File: src/rtl/spu_seq_pkg.sv
// spu_seq_pkg: shared types and field layout for the SPU command sequencer.
// Program entry layout is {cap, op, q, operand}.
package spu_seq_pkg;

  localparam int SPU_LAT = 2;

  typedef enum logic [1:0] {
    IDLE,
    RUN,
    DRAIN,
    DONE
  } seq_state_e;

  localparam int CAP_BIT  = 16;
  localparam int OP_MSB   = 15;
  localparam int OP_LSB   = 12;
  localparam int Q_MSB    = 11;
  localparam int Q_LSB    = 8;
  localparam int OPND_MSB = 7;
  localparam int OPND_LSB = 0;

  localparam logic [7:0] SPU_NOP_CMD = 8'h00;

endpackage

File: src/rtl/spu_seq_capture_pipe.sv
// spu_seq_capture_pipe: SPU_LAT-deep {cap, index} delay line.
// Travels alongside each issue so the result can be tagged when it returns.
module spu_seq_capture_pipe
  import spu_seq_pkg::*;
#(
  parameter int AW = 4
) (
  input  logic          clk,
  input  logic          rst_n,
  input  logic          flush_i,
  input  logic          cap_i,
  input  logic [AW-1:0] idx_i,
  output logic          cap_o,
  output logic [AW-1:0] idx_o
);

  logic [SPU_LAT-1:0] cap_q;
  logic [AW-1:0]      idx_q [SPU_LAT];

  // Shift the tag line each cycle; flush drops everything in flight.
  always_ff @(posedge clk) begin
    if (!rst_n || flush_i) begin
      cap_q <= '0;
      for (int i = 0; i < SPU_LAT; i++) idx_q[i] <= '0;
    end else begin
      cap_q[0] <= cap_i;
      idx_q[0] <= idx_i;
      for (int i = 1; i < SPU_LAT; i++) begin
        cap_q[i] <= cap_q[i-1];
        idx_q[i] <= idx_q[i-1];
      end
    end
  end

  assign cap_o = cap_q[SPU_LAT-1];
  assign idx_o = idx_q[SPU_LAT-1];

endmodule

File: src/rtl/spu_cmd_sequencer.sv
// spu_cmd_sequencer: replays a loaded program into the SPU, captures flagged results.
// SPU_SEQ_LOOP_EN: repeat the program loop_count extra passes.
module spu_cmd_sequencer
  import spu_seq_pkg::*;
#(
  parameter int DEPTH = 16,
  parameter int AW    = $clog2(DEPTH)
) (
  input  logic          clk,
  input  logic          rst_n,
  input  logic          prog_valid,
  output logic          prog_ready,
  input  logic [16:0]   prog_data,
  input  logic          prog_clear,
  input  logic          start,
  input  logic          abort,
  input  logic [3:0]    loop_count,
  output logic          busy,
  output logic          done,
  output logic [7:0]    spu_ui,
  output logic [7:0]    spu_uio,
  output logic          spu_ena,
  input  logic [7:0]    spu_uo,
  output logic          res_valid,
  output logic [7:0]    res_data,
  output logic [AW-1:0] res_index
);

  localparam logic [AW:0] CNT_MAX    = (AW+1)'(DEPTH);
  localparam logic [1:0]  DRAIN_LAST = 2'(SPU_LAT - 1);

  logic [16:0]   mem_q [DEPTH];
  seq_state_e    state_q;
  logic [AW:0]   wr_cnt_q, len_d;
  logic [AW-1:0] rd_ptr_q, nxt_ptr_d;
  logic [1:0]    drain_q;
  logic          busy_q, done_q, ena_q, cap_q;
  logic [7:0]    ui_q, uio_q;
  logic          rv_q;
  logic [7:0]    rd_q;
  logic [AW-1:0] ri_q;
  logic          wr_acc_d, last_d, more_d, flush_d;
  logic [16:0]   first_d, nxt_ent_d;
  logic          pipe_cap;
  logic [AW-1:0] pipe_idx;

`ifdef SPU_SEQ_LOOP_EN
  logic [3:0] loops_q;
  assign more_d = (loops_q != 4'd0);
`else
  logic unused_loop;
  assign unused_loop = ^loop_count;
  assign more_d = 1'b0;
`endif

  // Write acceptance, effective length and next entry to present.
  always_comb begin
    prog_ready = (state_q == IDLE) && (wr_cnt_q < CNT_MAX);
    wr_acc_d   = prog_valid && prog_ready && !prog_clear;
    len_d      = prog_clear ? '0 : wr_cnt_q + (AW+1)'(wr_acc_d);
    first_d    = (wr_acc_d && wr_cnt_q == '0) ? prog_data : mem_q[0];
    last_d     = ({1'b0, rd_ptr_q} == wr_cnt_q - (AW+1)'(1));
    nxt_ptr_d  = last_d ? '0 : rd_ptr_q + AW'(1);
    nxt_ent_d  = mem_q[nxt_ptr_d];
    flush_d    = abort && (state_q == RUN || state_q == DRAIN);
  end

  // Program buffer storage.
  always_ff @(posedge clk) begin
    if (!rst_n) begin
      for (int i = 0; i < DEPTH; i++) mem_q[i] <= '0;
    end else if (wr_acc_d) begin
      mem_q[wr_cnt_q[AW-1:0]] <= prog_data;
    end
  end

  // Sequencer FSM with registered SPU drive, busy and done.
  always_ff @(posedge clk) begin
    if (!rst_n) begin
      state_q  <= IDLE;
      wr_cnt_q <= '0;
      rd_ptr_q <= '0;
      drain_q  <= '0;
      busy_q   <= 1'b0;
      done_q   <= 1'b0;
      ena_q    <= 1'b0;
      cap_q    <= 1'b0;
      ui_q     <= SPU_NOP_CMD;
      uio_q    <= '0;
`ifdef SPU_SEQ_LOOP_EN
      loops_q  <= '0;
`endif
    end else begin
      done_q <= 1'b0;
      unique case (state_q)
        IDLE: begin
          wr_cnt_q <= len_d;
          if (start) begin
            rd_ptr_q <= '0;
`ifdef SPU_SEQ_LOOP_EN
            loops_q  <= loop_count;
`endif
            if (len_d != '0) begin
              state_q <= RUN;
              busy_q  <= 1'b1;
              ena_q   <= 1'b1;
              ui_q    <= first_d[OP_MSB:Q_LSB];
              uio_q   <= first_d[OPND_MSB:OPND_LSB];
              cap_q   <= first_d[CAP_BIT];
            end else begin
              state_q <= DONE;
              done_q  <= 1'b1;
            end
          end
        end
        RUN: begin
          if (abort || (last_d && !more_d)) begin
            state_q <= abort ? IDLE : DRAIN;
            busy_q  <= !abort;
            drain_q <= '0;
            ena_q   <= 1'b0;
            cap_q   <= 1'b0;
            ui_q    <= SPU_NOP_CMD;
            uio_q   <= '0;
          end else begin
            rd_ptr_q <= nxt_ptr_d;
            ui_q     <= nxt_ent_d[OP_MSB:Q_LSB];
            uio_q    <= nxt_ent_d[OPND_MSB:OPND_LSB];
            cap_q    <= nxt_ent_d[CAP_BIT];
`ifdef SPU_SEQ_LOOP_EN
            if (last_d) loops_q <= loops_q - 4'd1;
`endif
          end
        end
        DRAIN: begin
          if (abort) begin
            state_q <= IDLE;
            busy_q  <= 1'b0;
          end else if (drain_q == DRAIN_LAST) begin
            state_q <= DONE;
            busy_q  <= 1'b0;
            done_q  <= 1'b1;
          end else begin
            drain_q <= drain_q + 2'd1;
          end
        end
        DONE: state_q <= IDLE;
        default: state_q <= IDLE;
      endcase
    end
  end

  spu_seq_capture_pipe #(.AW(AW)) u_pipe (
    .clk     (clk),
    .rst_n   (rst_n),
    .flush_i (flush_d),
    .cap_i   (ena_q & cap_q),
    .idx_i   (rd_ptr_q),
    .cap_o   (pipe_cap),
    .idx_o   (pipe_idx)
  );

  // Sample the SPU output when a flagged tag emerges from the delay line.
  always_ff @(posedge clk) begin
    if (!rst_n) begin
      rv_q <= 1'b0;
      rd_q <= '0;
      ri_q <= '0;
    end else begin
      rv_q <= pipe_cap && !flush_d;
      if (pipe_cap && !flush_d) begin
        rd_q <= spu_uo;
        ri_q <= pipe_idx;
      end
    end
  end

  assign busy      = busy_q;
  assign done      = done_q;
  assign spu_ena   = ena_q;
  assign spu_ui    = ui_q;
  assign spu_uio   = uio_q;
  assign res_valid = rv_q;
  assign res_data  = rd_q;
  assign res_index = ri_q;

endmodule

File: config.mk
export PLATFORM = sky130hd
export DESIGN_NAME = spu_cmd_sequencer
export DESIGN_NICKNAME = d
export VERILOG_FILES = /design/src/rtl/spu_seq_pkg.sv /design/src/rtl/spu_seq_capture_pipe.sv /design/src/rtl/spu_cmd_sequencer.sv
export SDC_FILE = /design/constraint.sdc
export NUM_CORES = 1
export LEC_CHECK = 0
export BUFFER_PORTS_ARGS = -buffer_cell sky130_fd_sc_hd__buf_4
export CORE_ASPECT_RATIO = 0.75
export CORE_MARGIN = 4
export CORE_UTILIZATION = 60
export DETAILED_ROUTE_END_ITERATION = 10
export PLACE_DENSITY_LB_ADDON = 0.25
export SYNTH_ARGS = -nofsm -noshare
export SYNTH_HDL_FRONTEND = slang
export SYNTH_SLANG_ARGS = --single-unit
File: constraint.sdc
create_clock -name clk -period 9.1 [get_ports clk]
set_input_delay 1.82 -clock clk [delete_from_list [all_inputs] [get_ports clk]]
set_output_delay 1.82 -clock clk [all_outputs]
set_load 0.05 [all_outputs]
# After elaboration in Yosys (flattened, before gate mapping)
# Memories as Yosys holds them, arrays and structs flattened. A register that Yosys moved wholly into a read port is not among the register bits.
# Index checks and enable logic that the tools add are counted.
[word_totals] ff_bits=44 ram_bits=280 input_bits=35 output_inout_bits=33 elab_cells=116 n_memories=2
[mem_list] memory="mem_q" words=16 word_bits=17 rd=2 rd_ports_with_merged_regs=0 write_ports=16 line_no="spu_cmd_sequencer.sv:32" source="logic [16:0] mem_q [DEPTH];"
[mem_list] memory="u_pipe.idx_q" words=2 word_bits=4 rd=2 rd_ports_with_merged_regs=1 write_ports=2 line_no="spu_seq_capture_pipe.sv:18" source="logic [AW-1:0] idx_q [SPU_LAT];"
[classes] add_sub_neg=4 n_lt_le_gt_ge=1 eq_ne=12 n_mux=54 bitwise=3 n_reduce_logical=27
[op_table] operator="8-bit 2-to-1 mux" count=6
[op_table] operator="17-bit 2-to-1 mux" count=2
[op_table] operator="8-bit case mux with 2 select lines" count=2
[op_table] operator="4-bit 2-to-1 mux" count=6
[op_table] operator="1-bit 2-to-1 mux" count=21
[op_table] operator="2-bit 2-to-1 mux" count=9
[op_table] operator="17-bit OR reduction" count=1
[op_table] operator="3-bit AND reduction" count=3
[op_table] operator="2-bit inequality test, second input constant" count=4
[op_table] operator="2-bit case mux with 4 select lines" count=1
[op_table] operator="4-bit case mux with 2 select lines" count=1
[op_table] operator="4-bit AND reduction" count=2
[op_table] operator="1-bit logical AND" count=6
[op_table] operator="1-bit case mux with 2 select lines" count=3
[op_table] operator="5-bit by 1-bit adder with 5-bit output" count=1
[op_table] operator="4-bit by 5-bit == test with 1-bit output" count=1
[op_table] operator="1-bit zero test" count=5
[op_table] operator="5-bit zero test" count=1
[op_table] operator="5-bit < comparator, second input constant" count=1
[op_table] operator="5-bit 2-to-1 mux" count=1
[op_table] operator="5-bit AND reduction" count=1
[op_table] operator="5-bit nonzero test" count=1
[op_table] operator="5-bit by 1-bit subtractor with 5-bit output, second input constant" count=1
[op_table] operator="4-bit by 1-bit adder with 4-bit output, second input constant" count=1
[op_table] operator="other kinds (13)" count=20

# Depth between registers and ports, before layout
# Gate-level depths: netlist of run 1.
[logic_depth] word_depth=10 ltp_mapped=14 ltp_nobuf=11

# Cells and area by module
# A second synthesis of run 1 with hierarchy kept.
[unflattened] cells_unflattened=1433 area_unflattened_um2=16022.9
[by_module_without_submodules] mod="spu_cmd_sequencer" instances=1 cells_each=1409 area_per_inst_um2=15705.1 seq_area_each_um2=9088.7
[by_module_without_submodules] mod="spu_seq_capture_pipe" instances=1 cells_each=24 area_per_inst_um2=317.8 seq_area_each_um2=200.2

# Worst setup path before layout of run 1
# Ideal clock, no wire load.
[synth_timing] path_kind="input-to-reg" from="input prog_clear" to="memory mem_q[10][0], enable pin" arrival_ns=3.696 required_ns=8.685 slack_ns=4.990 cell_stages=4 n_path_buf=0 path_cell_list="and4bb_1 -> and2_1 -> nand2_1 -> o21ai_0"
[synth_rtl] element="from (decl)" line_no="spu_cmd_sequencer.sv:14" source="input logic prog_clear,"
[synth_rtl] element="to (decl)" line_no="spu_cmd_sequencer.sv:32"

# Final worst setup path of run 1
[layout_timing] from="input prog_clear" to="register uio_q[4], in the netlist spu_uio[4]"
[layout_between] elab_chain_cells=7
[layout_lines] element="1-bit zero test" line_no="spu_cmd_sequencer.sv:59" source="wr_acc_d = prog_valid && prog_ready && !prog_clear;"
[layout_lines] element="1-bit logical AND" line_no="spu_cmd_sequencer.sv:59"
[layout_lines] element="5-bit by 1-bit adder with 5-bit output / 1-bit logical AND (equally long branches)" line_no="spu_cmd_sequencer.sv:60, spu_cmd_sequencer.sv:61"
[layout_lines] element="5-bit 2-to-1 mux / 17-bit 2-to-1 mux (equally long branches)" line_no="spu_cmd_sequencer.sv:60, spu_cmd_sequencer.sv:61"
[layout_lines] element="5-bit nonzero test / 8-bit 2-to-1 mux (equally long branches)" line_no="spu_cmd_sequencer.sv:103" source="if (len_d != '0) begin"
[layout_lines] element="2-bit by 1-bit inequality test with 1-bit output (no line) / 8-bit 2-to-1 mux (equally long branches)"
[layout_lines] element="3-bit AND reduction (no line) / 8-bit case mux with 2 select lines (equally long branches)"
[layout_lines] element="to (signal assigned)" line_no="spu_cmd_sequencer.sv:108" source="uio_q <= first_d[OPND_MSB:OPND_LSB];"
[layout_lines] element="to (signal assigned)" line_no="spu_cmd_sequencer.sv:128" source="uio_q <= nxt_ent_d[OPND_MSB:OPND_LSB];"
[layout_lines] element="to (decl)" line_no="spu_cmd_sequencer.sv:38" source="logic [7:0] ui_q, uio_q;"
# Several ways; a longest one is shown, not always the timed one. The select of a mux whose other input is x is not followed.
# A chain may end at the register's enable or synchronous reset.

==> results of run 1 <==
path summary, 6_finish.rpt:
| kind | to | slack, ns | cells after the start |
|---|---|---|---|
| worst min register to register | res_index[0] | 0.45 | 2 |
| worst max-delay path | spu_uio[4] | 4.58 | 10 |
| worst max register to register | spu_uio[4] | 5.11 | 11 |
| worst min-delay path | res_index[0] | 0.45 | 2 |
cell usage in the layout (no fill, tap or decap), types with 11 or more instances in the layout:
cell,n
nor3_1,50
clkbuf_16,33
ha_1,13
o21a_1,14
o21ai_0,21
nand2_1,44
dfxtp_1,55
inv_1,22
a31oi_1,13
nand3_1,25
a21oi_1,93
and3_1,14
mux4_2,34
mux2i_1,27
and2_1,274
edfxtp_1,272
buf_4,94
nor2_1,65
a211oi_1,11
a2bb2oi_1,14
mux2_2,13
nand2b_1,11
o21ai_1,13
o32ai_2,13
cells by family after synthesis:
family,synth area share (%)
AOI/OAI and AO/OA,9.900
DFF,58.89
adders and majority gates,1.111
and+or+nand+nor,18.32
xor gates and xnor gates,0.8012
muxes,7.496
buffers and inverters,3.475
registers in the layout (all words and copies together) (netlist names):
| name | count |
|---|---|
| mem_q | 272 |
| res_data | 8 |
| spu_ui | 8 |
| spu_uio | 8 |
| u_pipe.idx_q | 8 |
| wr_cnt_q | 5 |
| rd_ptr_q | 4 |
| res_index | 4 |
| drain_q | 2 |
| state_q | 2 |
| u_pipe.cap_q | 2 |
| busy | 1 |
| cap_q | 1 |
| done | 1 |
| res_valid | 1 |
| spu_ena | 1 |
through the flow:
step                      total power [mW]  instances  area (um^2)  hold WS, ns  util (%)
after global routing                 3.951       1684        17620       0.4567     68.00
after detailed placement             2.440       1626        16500       0.4318     63.68
after global placement               2.422       1626        16500       0.4211     63.68
final                                3.819       1684        17620       0.4475     68.00
after floorplan                      2.248       1291        15770       0.4174         -
after CTS                            3.824       1684        17620       0.4498     68.00
worst max-delay path: cells and delay by family:
kind,cells,cell delay (ns)
compound gates,3,1.13
fa+ha+maj,2,0.45
buf+inv,1,0.14
simple gates,4,1.38
cell type report:
| cell class | count | area share (%) |
|---|---|---|
| sequential | 328 | 52.75 |
| multi-input combinational | 837 | 33.96 |
| clock buffer | 46 | 5.263 |
| timing repair buffer | 94 | 4.006 |
| tap | 344 | 2.443 |
| clock inverter | 12 | 1.094 |
| inverter | 23 | 0.4901 |
where the power goes:
group	total, mW	leakage [nW]	switching (mW)	internal (mW)
logic	0.661	2.73	0.419	0.241
registers	1.76	3.26	0.0589	1.70
clock network	1.40	0.549	0.555	0.847
total	3.82	6.55	1.03	2.79
synth_stat cells (all sizes together) (25+ instances only):
| cell type | number | area, um^2 |
|---|---|---|
| o21ai | 34 | 170.2 |
| nand2 | 44 | 165.2 |
| dfxtp | 56 | 1121 |
| mux4 | 34 | 765.7 |
| buf | 33 | 198.9 |
| a21oi | 93 | 465.5 |
| nor2 | 65 | 244.0 |
| nor3 | 51 | 260.3 |
| edfxtp | 272 | 8168 |
| and2 | 274 | 1714 |
| nand3 | 25 | 125.1 |
| mux2i | 27 | 270.3 |
| clkbuf | 70 | 262.8 |
metal layers:
layer / global-route usage (%) / wire [um]
met5: 0 / 0
met4: 6.315 / 982
met3: 4.982 / 3884
met1: 38.32 / 15790
met2: 43.63 / 18220
==> qor.csv, run 1 <==
metric;value;unit
async_reset_ff_share;0;%
overflow;0;
peakVddDrop;0.0001870;V
cts.sinks;328;
ys_ff_latch;328;
cts_resized;0;
dp_hpwl;24.29;mm
place_ws;4.107;ns
cts_tree;yes;
slowest_stage;a31oi_4;
final.period_utilization;49.72;%
grt_pass1_wl;59.95;mm
setup_viol;0;
row_count;51;
io_pins;68;
synth-edff-count;272;
holdCritStartpoint;u_pipe.idx_q[1][0];
numCtsBuffers;31;
hold_viol_final;0;
critPathArrivalTime;4.94;ns
maxCapViolCount;0;
p_leak;6.549;nW
timing.critical_path.slowest_cell_delay;0.81;ns
postSynthCellCount;1291;
nNetsFinal;1364;
synth_seq_area_share;58.89;%
antenna_left;0;
powerDensity;216.8;nW/um^2
crit_path_start;prog_clear;
dieArea;28970;um^2
worstPathRequired;9.51;ns
fmax;221.0;MHz
multi_input_area;5982;um^2
startpoint_type;primary input;
worstReg2RegStart;state_q[0];
diodes;0;
outcome;finished, final reports clean;
gp_congestion;0.8421;
firstDrtPassIters;5;
core_area;25910;um^2
antenna_found_initial;0;
die_y;148.4;um
hold_buffers;0;
critPathMaxFanout;38;
area_delta_synth_final;11.69;%
cts_buffer_depth;3;
final-max-slew-violation-count;0;
avgSynthCellArea;12.22;um^2
grt_pass1_vias;10237;
worst_pin_slew;1.296;ns
vias;10488;
synthesis.area;15770;um^2
wl;38.87;mm
min_path_type;flip-flop to flip-flop;
fill_cells;1913;
first_iter_violations;1017;
start_util;60.88;%
register_area;9293;um^2
path_cells;buf_4 > and4bb_1 > ha_1 > ha_1 > nor4bb_1 > o41ai_1 > a31oi_4 > nand2b_2 > or2_4 > o32ai_2;
die_w;195.2;um
fin_skew;0.01271;ns
synthFlopType;edfxtp_1;
critPathCaptureType;flip-flop;
layout-drive-gt1-share;16.72;%
synth_warnings;0;
rsz0062_at_grt;false;
drc;0;
track_usage;26.84;%
fin_setup_tns;0;ns
clkTransAtPathRegs;0.06;ns
max_slew_margin;13.30;%
viasPerCell;6.228;
path_class;primary input to flip-flop;
timing.final.ws_setup;4.576;ns
post-cts-setup-buffer-count;0;
synth_fp_nets;1340;
port_buffers;63;
cp_common_cell;ha_1;
clock_latency;0.57;ns
fin_crit;4.524;ns
grt_max_degree;64;
ys_types;69;
root_buffer;clkbuf_16;
cts_max_level;1;
drt-wirelength-per-cell;23.08;um
(Power assumes the default switching activity.)
==> inputs of run 2 (changes only) <==
Settings changed: ABC_AREA set to 1, CORE_UTILIZATION 60 to 56.
Clock period 9.1 ns to 3.95 ns, I/O delays scaled along.
==> run 2 against run 1 <==
Wire length is 1.2% higher. Hold slack got worse by 0.039 ns. Sequential share of layout area rose by 2.9 points. Synthesized area decreased by 4.6%. Core utilization is 4.3 points lower. Die area rose by 2.1%. Non-clock buffer count rose by 1. Total power rose to 3.0 times the previous value.
==> qor.csv, run 2 <==
metric;value;unit;change
synth.area.top_cells;edfxtp_1 (54%), nand3_1 (10%), nor2_1 (8.6%);;was edfxtp_1 (52%), and2_1 (11%), dfxtp_1 (7.1%)
async_reset_ff_share;0;%;unchanged
setup_viol;0;;unchanged
synth-edff-count;272;;unchanged
row_count;51;;unchanged
io_pins;68;;unchanged
critPathArrivalTime;3.87;ns;was 4.94 ns
hold_depth;2;;unchanged
start_util;57.35;%;was 60.88%
yosysMostFrequentCell;nor2_1;;was and2_1
clock_latency;0.58;ns;was 0.57 ns
fill_cells;2196;;was 1913
p_leak;6.716;nW;was 6.549 nW
wl;39.35;mm;was 38.87 mm
slowest_stage;clkinv_1;;was a31oi_4
timing.critical_path.slowest_cell_delay;0.49;ns;was 0.81 ns
vias;11910;;was 10488
final-max-slew-violation-count;0;;unchanged
synth_common_cells;nor2_1 (346), nand3_1 (310), edfxtp_1 (272);;was and2_1 (274), edfxtp_1 (272), a21oi_1 (93)
largest_reg_flops;272;;unchanged
place_ws;0.6585;ns;was 4.107 ns
cts.sinks;328;;unchanged
startpoint_type;flip-flop;;was primary input
fmax;291.9;MHz;
nNetsFinal;1670;;was 1364
max_slew_margin;34.16;%;was 13.30%
timing.final.ws_setup;0.5238;ns;was 4.576 ns
postSynthCellCount;1605;;was 1291
total_power;11.33;mW;was 3.819 mW
fin_crit;3.426;ns;
core_area;26230;um^2;was 25910 um^2
peakVddDrop;0.0006011;V;was 0.0001870 V
track_usage;26.47;%;was 26.84%
numCtsBuffers;31;;unchanged
final_cell_mix;nor2_1 (346), nand3_1 (310), edfxtp_1 (272), nand2_1 (251), buf_4 (94);;was and2_1 (274), edfxtp_1 (272), buf_4 (94), a21oi_1 (93), nor2_1 (65)
worstReg2RegStart;state_q[1];;was state_q[0]
synthesis.area;15040;um^2;was 15770 um^2
cts_tree;yes;;unchanged
fin_setup_tns;0;ns;unchanged
synth_top_area_cell;edfxtp_1;;unchanged
first_iter_violations;1348;;was 1017
outcome;finished, final reports clean;;unchanged
cts_buffer_depth;3;;unchanged
dp_hpwl;24.46;mm;was 24.29 mm
overflow;0;;unchanged
maxCapViolCount;0;;unchanged
grt_pass1_wl;61.93;mm;was 59.95 mm
hold_viol_final;0;;unchanged
min_path_type;flip-flop to flip-flop;;unchanged
final.period_utilization;86.74;%;
fin_skew;0.01520;ns;was 0.01271 ns
clkTransAtPathRegs;0.07;ns;was 0.06 ns
port_buffers;63;;unchanged
critPathMaxFanout;18;;was 38
root_buffer;clkbuf_16;;unchanged
cts_max_level;1;;unchanged
drt-wirelength-per-cell;19.77;um;was 23.08 um
ys_ff_latch;328;;unchanged
synthFlopType;edfxtp_1;;unchanged
avgSynthCellArea;9.371;um^2;was 12.22 um^2
dieArea;29570;um^2;was 28970 um^2
synth_seq_area_share;61.76;%;was 58.89%
firstDrtPassIters;5;;unchanged
ys_types;31;;was 69
cts_resized;0;;unchanged
grt_pass1_vias;11151;;was 10237
regToRegEndpoint;spu_ena;;was spu_uio[4]
rsz0062_at_grt;false;;unchanged
layout_commonest_cell;nor2_1;;was and2_1
hold_end;u_pipe.idx_q[1][0];;was res_index[0]
register_area;9289;um^2;was 9293 um^2
synth_warnings;0;;unchanged
antenna_found_initial;0;;unchanged
synth_fp_nets;1654;;was 1340
worst_pin_slew;0.9862;ns;was 1.296 ns
holdCritStartpoint;u_pipe.idx_q[0][0];;was u_pipe.idx_q[1][0]
path_class;flip-flop to flip-flop;;was primary input to flip-flop
die_w;197.2;um;was 195.2 um
area_delta_synth_final;11.01;%;was 11.69%
powerDensity;678.9;nW/um^2;was 216.8 nW/um^2
critPathCaptureType;flip-flop;;unchanged
hold_buffers;0;;unchanged
gp_congestion;0.8755;;was 0.8421
multi_input_area;4911;um^2;was 5982 um^2
synth_top_area_share;54.30;%;was 51.78%
antenna_left;0;;unchanged
layout-drive-gt1-share;10.09;%;was 16.72%
grt_max_degree;117;;was 64
viasPerCell;5.985;;was 6.228
path_cells;inv_1 > ha_1 > inv_2 > nor2_1 > nand3_1 > inv_1 > ha_1 > ha_1 > nand2_1 > nand2_1 > a21oi_1 > inv_1 > nand4_1 > nor2_1 > nor2_4 > clkinv_1 > o21ai_0 > a21oi_1;;was buf_4 > and4bb_1 > ha_1 > ha_1 > nor4bb_1 > o41ai_1 > a31oi_4 > nand2b_2 > or2_4 > o32ai_2
drc;0;;unchanged
rr_worst_depth;18;;was 11
diodes;0;;unchanged
worstPathRequired;4.39;ns;was 9.51 ns
rrSetupSlack;0.52;ns;was 5.11 ns
post-cts-setup-buffer-count;0;;unchanged
regMostFlops;mem_q;;unchanged
die_y;149.9;um;was 148.4 um
==> run 2: cell types whose count changed after synthesis, sizes merged, moves of 27 or more <==
cell	delta
inv	+45
nand2	+212
and2	-274
mux4	-34
nand3	+285
nor3	-50
mux2i	-27
nor2	+284
a21oi	-45
==> run 2: worst max path at each step <==
stage,from,end,depth (start not counted)
detailed placement,prog_clear,spu_ena,15
global placement,prog_clear,spu_ena,15
CTS,state_q[1],spu_ena,18
global route,state_q[1],spu_ena,17
finish,state_q[1],spu_ena,18
floorplan,state_q[0],spu_ui[0],18
==> run 2: critical path, delay by kind of cell (launching register included) <==
family	cells	cell delay, ns
buf+inv	5	0.93
fa+ha+maj	3	0.69
simple gates	7	0.66
compound gates	3	0.63
flops	1	0.40
==> run 2: cell type report <==
cell class                 instances  share of cell area, %
clock buffer                      37                  4.901
clock inverter                    21                  1.154
inverter                          87                  1.971
multi-input combinational       1078                  29.41
sequential                       328                  55.64
tap                              344                  2.578
timing repair buffer              95                  4.347
==> run 2: kinds of logic (layout without fill, tap and decap cells) <==
| family | after synthesis | in the layout | synth area share, % |
|---|---|---|---|
| buf+inv | 199 | 240 | 5.590 |
| flops | 328 | 328 | 61.76 |
| xor+xnor | 2 | 2 | 0.1165 |
| fa+ha+maj | 14 | 14 | 1.165 |
| simple gates | 924 | 924 | 26.10 |
| compound gates | 138 | 138 | 5.274 |
==> run 2: metrics by stage <==
| stage | cells | hold slack, ns | utilization (%) | cell area, um^2 |
|---|---|---|---|---|
| 2_1_floorplan | 1605 | 0.3936 | - | 15040 |
| 3_3_place_gp | 1932 | 0.3957 | 59.81 | 15690 |
| 3_5_place_dp | 1932 | 0.4009 | 59.81 | 15690 |
| 4_1_cts | 1990 | 0.4111 | 63.66 | 16700 |
| 5_1_grt | 1990 | 0.4208 | 63.66 | 16700 |
| 6_report | 1990 | 0.4084 | 63.66 | 16700 |
==> run 2: metal layers <==
metal  global-route usage [%]  vias up  wire length [um]
met5                        0        -                 0
met4                    6.791        0               992
met3                    4.456       73              3698
met2                    41.96      610             17880
met1                    38.46     5738             16770
li1                         -     5489                 -
==> run 2: where the power goes <==
part	internal, mW	switching, mW
Sequential	4.03	0.199
Combinational	1.20	2.91
Clock	1.68	1.31
